--- config.mk ---
export PLATFORM = sky130hd
export DESIGN_NAME = decode_stage_flat
export DESIGN_NICKNAME = d
export VERILOG_FILES = /design/src/rtl/toycpu_pkg.sv /design/src/rtl/decode_stage_if.sv /design/src/rtl/decode_scoreboard.sv /design/src/rtl/decode_stage.sv /design/src/flat_wrapper.sv
export SDC_FILE = /design/constraint.sdc
export NUM_CORES = 1
export LEC_CHECK = 0
export ABC_AREA = 0
export CORE_UTILIZATION = 39
export DETAILED_ROUTE_END_ITERATION = 10
export PLACE_DENSITY = 0.77
export SLEW_MARGIN = 15
export SYNTH_ARGS = -nofsm -noshare
export SYNTH_HDL_FRONTEND = slang
export SYNTH_SLANG_ARGS = --single-unit
--- constraint.sdc ---
create_clock -name clk -period 2.5 [get_ports clk]
set_input_delay 0.625 -clock clk [delete_from_list [all_inputs] [get_ports clk]]
set_output_delay 0.625 -clock clk [all_outputs]
set_load 0.05 [all_outputs]
--- src/rtl/toycpu_pkg.sv ---
// Shared toycpu decode definitions: opcodes, next-PC encodings and the fixed-width
// control-strobe bundle carried by the decode output register.
package toycpu_pkg;

    localparam logic [2:0] OP_ALU = 3'b000;
    localparam logic [2:0] OP_LDI = 3'b001;
    localparam logic [2:0] OP_LDR = 3'b011;
    localparam logic [2:0] OP_ST  = 3'b101;
    localparam logic [2:0] OP_BR  = 3'b110;

    localparam logic [1:0] PC_INC = 2'b00;
    localparam logic [1:0] PC_BR  = 2'b01;

    // Width-independent strobes; parametrised fields travel beside this struct.
    typedef struct packed {
        logic [1:0] nextPCSel;
        logic       regDataInSource;
        logic       immData;
        logic       regFileWE;
        logic       memWE;
        logic       dAddrSel;
        logic       illegal;
    } ctrl_t;

endpackage

--- src/rtl/decode_stage_if.sv ---
// Fetch-side, execute-side and writeback signals of the decode stage.
// The decode stage uses the slave modport; its environment drives through master.
interface decode_stage_if #(
    parameter int DATA_W  = 16,
    parameter int REG_CNT = 4,
    parameter int ALUOP_W = 7
);
    localparam int REG_W = $clog2(REG_CNT);

    logic               inValid;
    logic               inReady;
    logic [DATA_W-1:0]  instruction;
    logic               cFlag;
    logic               zFlag;
    logic               flush;
    logic               outValid;
    logic               outReady;
    logic [1:0]         nextPCSel;
    logic               regDataInSource;
    logic               immData;
    logic               regFileWE;
    logic               memWE;
    logic               dAddrSel;
    logic [REG_W-1:0]   regDst;
    logic [REG_W-1:0]   regSrc1;
    logic [REG_W-1:0]   regSrc2;
    logic [ALUOP_W-1:0] aluOp;
    logic [DATA_W-1:0]  instrData;
    logic               illegal;
    logic               wbValid;
    logic [REG_W-1:0]   wbReg;
    logic [REG_CNT-1:0] pending;

    modport master (
        output inValid, instruction, cFlag, zFlag, flush, outReady, wbValid, wbReg,
        input  inReady, outValid, nextPCSel, regDataInSource, immData, regFileWE,
               memWE, dAddrSel, regDst, regSrc1, regSrc2, aluOp, instrData, illegal, pending
    );

    modport slave (
        input  inValid, instruction, cFlag, zFlag, flush, outReady, wbValid, wbReg,
        output inReady, outValid, nextPCSel, regDataInSource, immData, regFileWE,
               memWE, dAddrSel, regDst, regSrc1, regSrc2, aluOp, instrData, illegal, pending
    );

endinterface

--- src/rtl/decode_scoreboard.sv ---
// Pending-write scoreboard for in-flight memory loads, plus the read-hazard lookup
// that also covers a load still sitting in the decode output register.
module decode_scoreboard #(
    parameter int REG_CNT = 4,
    parameter int REG_W   = $clog2(REG_CNT)
) (
    input  logic               clk,
    input  logic               reset_n,
    input  logic               setEn,
    input  logic [REG_W-1:0]   setReg,
    input  logic               clrEn,
    input  logic [REG_W-1:0]   clrReg,
    input  logic               rdEn1,
    input  logic [REG_W-1:0]   rdReg1,
    input  logic               rdEn2,
    input  logic [REG_W-1:0]   rdReg2,
    input  logic               fwdValid,
    input  logic [REG_W-1:0]   fwdReg,
    output logic [REG_CNT-1:0] pending,
    output logic               hazard
);

    logic busy1;
    logic busy2;

    // Set beats clear so a load issued as an older one retires keeps its claim.
    for (genvar i = 0; i < REG_CNT; i++) begin : gBit
        always_ff @(posedge clk or negedge reset_n) begin
            if (!reset_n)
                pending[i] <= 1'b0;
            else if (setEn && setReg == REG_W'(i))
                pending[i] <= 1'b1;
            else if (clrEn && clrReg == REG_W'(i))
                pending[i] <= 1'b0;
        end
    end

    always_comb begin
        busy1  = pending[rdReg1] || (fwdValid && fwdReg == rdReg1);
        busy2  = pending[rdReg2] || (fwdValid && fwdReg == rdReg2);
        hazard = (rdEn1 && busy1) || (rdEn2 && busy2);
    end

endmodule

--- src/rtl/decode_stage.sv ---
// Registered toycpu decode stage: decodes the offered instruction, stalls on
// load-use hazards and holds the control bundle until execute takes it.
module decode_stage
    import toycpu_pkg::*;
#(
    parameter int DATA_W  = 16,
    parameter int REG_CNT = 4,
    parameter int ALUOP_W = 7
) (
    input logic           clk,
    input logic           reset_n,
    decode_stage_if.slave io
);

    localparam int REG_W = $clog2(REG_CNT);
    localparam int PL_W  = DATA_W - 3 - REG_W;

    function automatic ctrl_t decode(input logic [2:0] op, input logic taken);
        ctrl_t c;
        c = '0;
        case (op)
            OP_ALU: c.regFileWE = 1'b1;
            OP_LDI: begin
                c.immData   = 1'b1;
                c.regFileWE = 1'b1;
            end
            OP_LDR: begin
                c.dAddrSel        = 1'b1;
                c.regDataInSource = 1'b1;
                c.regFileWE       = 1'b1;
            end
            OP_ST: begin
                c.dAddrSel = 1'b1;
                c.memWE    = 1'b1;
            end
            OP_BR:   c.nextPCSel = taken ? PC_BR : PC_INC;
            default: c.illegal   = 1'b1;
        endcase
        return c;
    endfunction

    logic [2:0]         opIn;
    logic [REG_W-1:0]   dstIn;
    logic [REG_W-1:0]   src1In;
    logic [REG_W-1:0]   src2In;
    logic [PL_W-1:0]    payloadIn;
    logic               brTaken;
    ctrl_t              ctrlIn;
    logic [DATA_W-1:0]  immIn;
    logic               rdEn1;
    logic               rdEn2;

    ctrl_t              ctrlQ;
    logic               outValidQ;
    logic [REG_W-1:0]   dstQ;
    logic [REG_W-1:0]   src1Q;
    logic [REG_W-1:0]   src2Q;
    logic [ALUOP_W-1:0] aluOpQ;
    logic [DATA_W-1:0]  instrDataQ;

    logic               hazard;
    logic               accept;
    logic               outHs;

    assign opIn      = io.instruction[DATA_W-1 -: 3];
    assign dstIn     = io.instruction[DATA_W-4 -: REG_W];
    assign src1In    = io.instruction[DATA_W-4-REG_W -: REG_W];
    assign src2In    = io.instruction[DATA_W-4-2*REG_W -: REG_W];
    assign payloadIn = io.instruction[PL_W-1:0];
    assign brTaken   = (io.instruction[DATA_W-4] ? io.zFlag : io.cFlag) == io.instruction[DATA_W-5];

    always_comb begin
        ctrlIn = decode(opIn, brTaken);
        immIn  = '0;
        if (ctrlIn.immData)
            immIn = {{(DATA_W-PL_W){1'b0}}, payloadIn};
        else if (ctrlIn.nextPCSel == PC_BR)
            immIn = {{(DATA_W-PL_W){payloadIn[PL_W-1]}}, payloadIn};
        rdEn1 = (opIn == OP_ALU) || (opIn == OP_LDR) || (opIn == OP_ST);
        rdEn2 = (opIn == OP_ALU) || (opIn == OP_ST);
    end

    // Only an indirect load drives regDataInSource, so it marks a load in the entry.
    decode_scoreboard #(.REG_CNT(REG_CNT)) uScoreboard (
        .clk      (clk),
        .reset_n  (reset_n),
        .setEn    (outHs && ctrlQ.regDataInSource),
        .setReg   (dstQ),
        .clrEn    (io.wbValid),
        .clrReg   (io.wbReg),
        .rdEn1    (rdEn1),
        .rdReg1   (src1In),
        .rdEn2    (rdEn2),
        .rdReg2   (src2In),
        .fwdValid (outValidQ && ctrlQ.regDataInSource),
        .fwdReg   (dstQ),
        .pending  (io.pending),
        .hazard   (hazard)
    );

    assign io.inReady = !io.flush && !hazard && (!outValidQ || io.outReady);
    assign accept     = io.inValid && io.inReady;
    assign outHs      = outValidQ && io.outReady;

    always_ff @(posedge clk or negedge reset_n) begin
        if (!reset_n) begin
            outValidQ  <= 1'b0;
            ctrlQ      <= '0;
            dstQ       <= '0;
            src1Q      <= '0;
            src2Q      <= '0;
            aluOpQ     <= '0;
            instrDataQ <= '0;
        end else if (accept) begin
            outValidQ  <= 1'b1;
            ctrlQ      <= ctrlIn;
            dstQ       <= dstIn;
            src1Q      <= src1In;
            src2Q      <= src2In;
            aluOpQ     <= io.instruction[ALUOP_W-1:0];
            instrDataQ <= immIn;
        end else if (io.flush || outHs) begin
            outValidQ  <= 1'b0;
        end
    end

    assign io.outValid        = outValidQ;
    assign io.nextPCSel       = ctrlQ.nextPCSel;
    assign io.regDataInSource = ctrlQ.regDataInSource;
    assign io.immData         = ctrlQ.immData;
    assign io.regFileWE       = ctrlQ.regFileWE;
    assign io.memWE           = ctrlQ.memWE;
    assign io.dAddrSel        = ctrlQ.dAddrSel;
    assign io.illegal         = ctrlQ.illegal;
    assign io.regDst          = dstQ;
    assign io.regSrc1         = src1Q;
    assign io.regSrc2         = src2Q;
    assign io.aluOp           = aluOpQ;
    assign io.instrData       = instrDataQ;

endmodule

--- src/flat_wrapper.sv ---
// flat-port wrapper written by rule: the top's interface ports become plain ports
module decode_stage_flat import toycpu_pkg::*;
#(
    parameter int DATA_W  = 16,
    parameter int REG_CNT = 4,
    parameter int ALUOP_W = 7
)
  (clk, reset_n, io_inValid, io_instruction, io_cFlag, io_zFlag, io_flush, io_outReady, io_wbValid, io_wbReg, io_inReady, io_outValid, io_nextPCSel, io_regDataInSource, io_immData, io_regFileWE, io_memWE, io_dAddrSel, io_regDst, io_regSrc1, io_regSrc2, io_aluOp, io_instrData, io_illegal, io_pending);
  decode_stage_if #(.DATA_W(DATA_W), .REG_CNT(REG_CNT), .ALUOP_W(ALUOP_W)) io_i ();
  input logic clk;
  input logic reset_n;
  input wire logic [$bits(io_i.inValid)-1:0] io_inValid;
  input wire logic [$bits(io_i.instruction)-1:0] io_instruction;
  input wire logic [$bits(io_i.cFlag)-1:0] io_cFlag;
  input wire logic [$bits(io_i.zFlag)-1:0] io_zFlag;
  input wire logic [$bits(io_i.flush)-1:0] io_flush;
  input wire logic [$bits(io_i.outReady)-1:0] io_outReady;
  input wire logic [$bits(io_i.wbValid)-1:0] io_wbValid;
  input wire logic [$bits(io_i.wbReg)-1:0] io_wbReg;
  output wire logic [$bits(io_i.inReady)-1:0] io_inReady;
  output wire logic [$bits(io_i.outValid)-1:0] io_outValid;
  output wire logic [$bits(io_i.nextPCSel)-1:0] io_nextPCSel;
  output wire logic [$bits(io_i.regDataInSource)-1:0] io_regDataInSource;
  output wire logic [$bits(io_i.immData)-1:0] io_immData;
  output wire logic [$bits(io_i.regFileWE)-1:0] io_regFileWE;
  output wire logic [$bits(io_i.memWE)-1:0] io_memWE;
  output wire logic [$bits(io_i.dAddrSel)-1:0] io_dAddrSel;
  output wire logic [$bits(io_i.regDst)-1:0] io_regDst;
  output wire logic [$bits(io_i.regSrc1)-1:0] io_regSrc1;
  output wire logic [$bits(io_i.regSrc2)-1:0] io_regSrc2;
  output wire logic [$bits(io_i.aluOp)-1:0] io_aluOp;
  output wire logic [$bits(io_i.instrData)-1:0] io_instrData;
  output wire logic [$bits(io_i.illegal)-1:0] io_illegal;
  output wire logic [$bits(io_i.pending)-1:0] io_pending;
  assign io_i.inValid = io_inValid;
  assign io_i.instruction = io_instruction;
  assign io_i.cFlag = io_cFlag;
  assign io_i.zFlag = io_zFlag;
  assign io_i.flush = io_flush;
  assign io_i.outReady = io_outReady;
  assign io_i.wbValid = io_wbValid;
  assign io_i.wbReg = io_wbReg;
  assign io_inReady = io_i.inReady;
  assign io_outValid = io_i.outValid;
  assign io_nextPCSel = io_i.nextPCSel;
  assign io_regDataInSource = io_i.regDataInSource;
  assign io_immData = io_i.immData;
  assign io_regFileWE = io_i.regFileWE;
  assign io_memWE = io_i.memWE;
  assign io_dAddrSel = io_i.dAddrSel;
  assign io_regDst = io_i.regDst;
  assign io_regSrc1 = io_i.regSrc1;
  assign io_regSrc2 = io_i.regSrc2;
  assign io_aluOp = io_i.aluOp;
  assign io_instrData = io_i.instrData;
  assign io_illegal = io_i.illegal;
  assign io_pending = io_i.pending;
  decode_stage #(.DATA_W(DATA_W), .REG_CNT(REG_CNT), .ALUOP_W(ALUOP_W)) u_core (.clk(clk), .reset_n(reset_n), .io(io_i));
endmodule
==> out/results.txt <==
Max_cap viols - 0
Max Slew Vio Count - 0
Worst Path Required - 1880 ps
Max Clock Freq - 389 MHz
Routed WL - 4.21 mm
Synth Warn # - 0
Largest net degree at the start of global routing - 38
Vias/cell - 5.14
Setup Viol. Count Final - 1
Post-Synth XOR/XNOR Area - 3.43%
Final worst slack - -71.0 ps
Worst path arrival time - 1950 ps
Ys flop type - dfrtp_1
Async set-reset flop share out of synthesis - 100%
Antenna violations before repair - 0
Synth Area in Adders - 0%
DRT Pass-1 Iters - 4
Slowest CP cell - mux4_2
Reg clk slew, reported paths - 80 ps
# port buffers - 67
Maximum vdd drop - 0.000388 V
CP Capture Type - primary output
Synth cell types - 32
Total Routing Usage GR - 18.6%
H-tree levels - 2
Post-Syn Instances - 143
Setup TNS - -71.0 ps
Post-synth EDFFs - 0
Max FO, Critical Path - 2
Root Driver - clkbuf_8
DR DRC count - 0
Core Footprint - 4380 sq um
Hold crit path type - in2async
Nets - 252
DIE AREA - 4850 sq um
Worst-Margin Slew - 828 ps
Final Wtd Congestion - 0.742
Total CTS buffers - 5
Synth Area in Simple Gates - 10.4%
Initial Utilization - 40.7%
Die Span X - 69.7 um
Avg WL per Cell - 15.1 um
Compound-Gate Fraction of Synth Area - 12.7%
Final Cycle Share - 103%
Post-layout min period - 2570 ps
Worst-path cell chain - buf_6 > mux4_2 > a31o_4 > a221oi_4 > buf_12
HPWL after DPL - 3.09 mm
Violated checks - negative setup slack
#FFs+latches synth - 37
Initial DRC Count - 110
Clock skew - 10.6 ps
Antenna cells - 0
Vias after detailed routing - 1434
Std cell rows - 24
Crit Path Category - in2out
Leak Pwr - 1.24 nW
Largest family of logic cells by synthesized area - multiplexers
Synthesized net count - 169
Vias in the first global route - 1422
Final Hold Fails - 0
Syn Std Cell Area - 1790 sq um
CTS Sinks - 37
CP startpoint kind - input pin
Skew-Pair Late Insertion Delay - 290 ps
RSZ-0062 raised after global routing - true
Final ANT Viol Nets - 0
CTS tree - done
Die extent in y - 69.7 um
Status - finished, violations left
Sequential area share after synthesis - 51.9%
Overflow after GRT - 0
Max stage delay on crit path - 490 ps
Fin Hold WS - 425 ps
Area Overhead vs Synth - 53.0%
Slew Limit Headroom - 44.8%
Ports - 69
Share of cells above drive strength 1 - 26.9%
First-pass GRT wire length - 6.98 mm
Mux share of post-synthesis cell area - 16.8%
Power Density - 679 nW/um^2
CTS Buffer Depth - 2
Syn_area_per_cell - 12.5 sq um
what timing repair did:
action	CTS	global route
resized for setup	19	4
buffers inserted	3	0
hold buffers	0	0
endpoints found under the setup margin	32	8
pin swaps	2	1
worst max-delay path: cells and delay by family:
family | cells | cell delay, ps
AO/OA/AOI/OAI | 2 | 580
buffers and inverters | 2 | 250
multiplexers | 1 | 490
cell usage after synthesis, drive strengths merged (4+ instances only):
cell     n  area share [%]
clkbuf   4            0.84
dfrtp   37              52
nand4   11             3.9
mux2    18              13
o21ai    6             1.7
a21bo   11             6.2
nor2     5             1.1
buf      8             2.9
nand2    6             1.4
xnor2    4             2.0
inv      4            0.84
placed cells by master, fill, tap and decap left out, types with 6 or more instances in the layout:
master	n
buf_4	17
nand4_1	11
mux2_1	10
clkdlybuf4s50_1	58
dfrtp_1	37
mux2_4	6
a21bo_2	11
area by class of cell:
class,instances,area (sq um)
fill,364,1650
sequential,37,926
timing repair buffer,88,838
multi-input combinational,90,806
clock buffer,6,72.6
tap,52,65.1
inverter,4,15.0
clock inverter,2,10.0
cell families after synthesis:
| family | Yosys count |
|---|---|
| AO/OA/AOI/OAI | 26 |
| XOR/XNOR | 7 |
| buffers and inverters | 16 |
| flip-flops | 37 |
| multiplexers | 23 |
| other | 1 |
| AND/OR/NAND/NOR | 33 |
sequential cells by signal (all words and copies together) (netlist names):
signal	flops
u_core.io.regDataInSource	1
u_core.io.outValid	1
u_core.io.memWE	1
u_core.io.immData	1
u_core.io.regFileWE	1
u_core.io.illegal	1
u_core.io.regDst	2
u_core.uScoreboard.pending	4
u_core.io.regSrc2	2
u_core.io.regSrc1	2
u_core.io.dAddrSel	1
u_core.io.aluOp	7
u_core.io.instrData	12
u_core.io.nextPCSel	1
worst paths after layout:
check / start / cells after the start / endpoint / slack (ps)
hold / removal: reset_n / 1 / u_core.io.regSrc2[0] / 430
max in group asynchronous: reset_n / 1 / u_core.uScoreboard.pending[2] / 1540
setup reg to reg: u_core.uScoreboard.pending[2] / 8 / u_core.io.regDst[0] / 80
hold reg to reg: u_core.io.instrData[6] / 1 / u_core.io.instrData[6] / 490
setup / recovery: io_instruction[7] / 5 / io_inReady / -70
min in group clk: u_core.io.instrData[6] / 1 / u_core.io.instrData[6] / 490
stage by stage:
step	setup slack, ps	total power, mW	util (%)	cells	instance area, sq um
global route	-116	1.94	62.3	279	2730
floorplan	-49.9	1.17	-	143	1790
detailed placement	-603	1.46	59.2	268	2590
CTS	-75.1	1.87	62.0	279	2720
global placement	-596	1.45	59.2	268	2590
finish	-71.0	1.86	62.3	279	2730
report_power, final:
group          total [mW]  switching [mW]  internal [mW]
Clock               0.400           0.207          0.193
Combinational       0.725           0.435          0.290
Sequential          0.730          0.0564          0.674
per-layer routing:
layer	global-route usage, %	part of all wire (%)
met2	27.0	47
met1	25.5	45
met3	4.80	5.3
met4	10.2	2.3
met5	0	0
No activity file was read; power rests on OpenSTA's default activity.
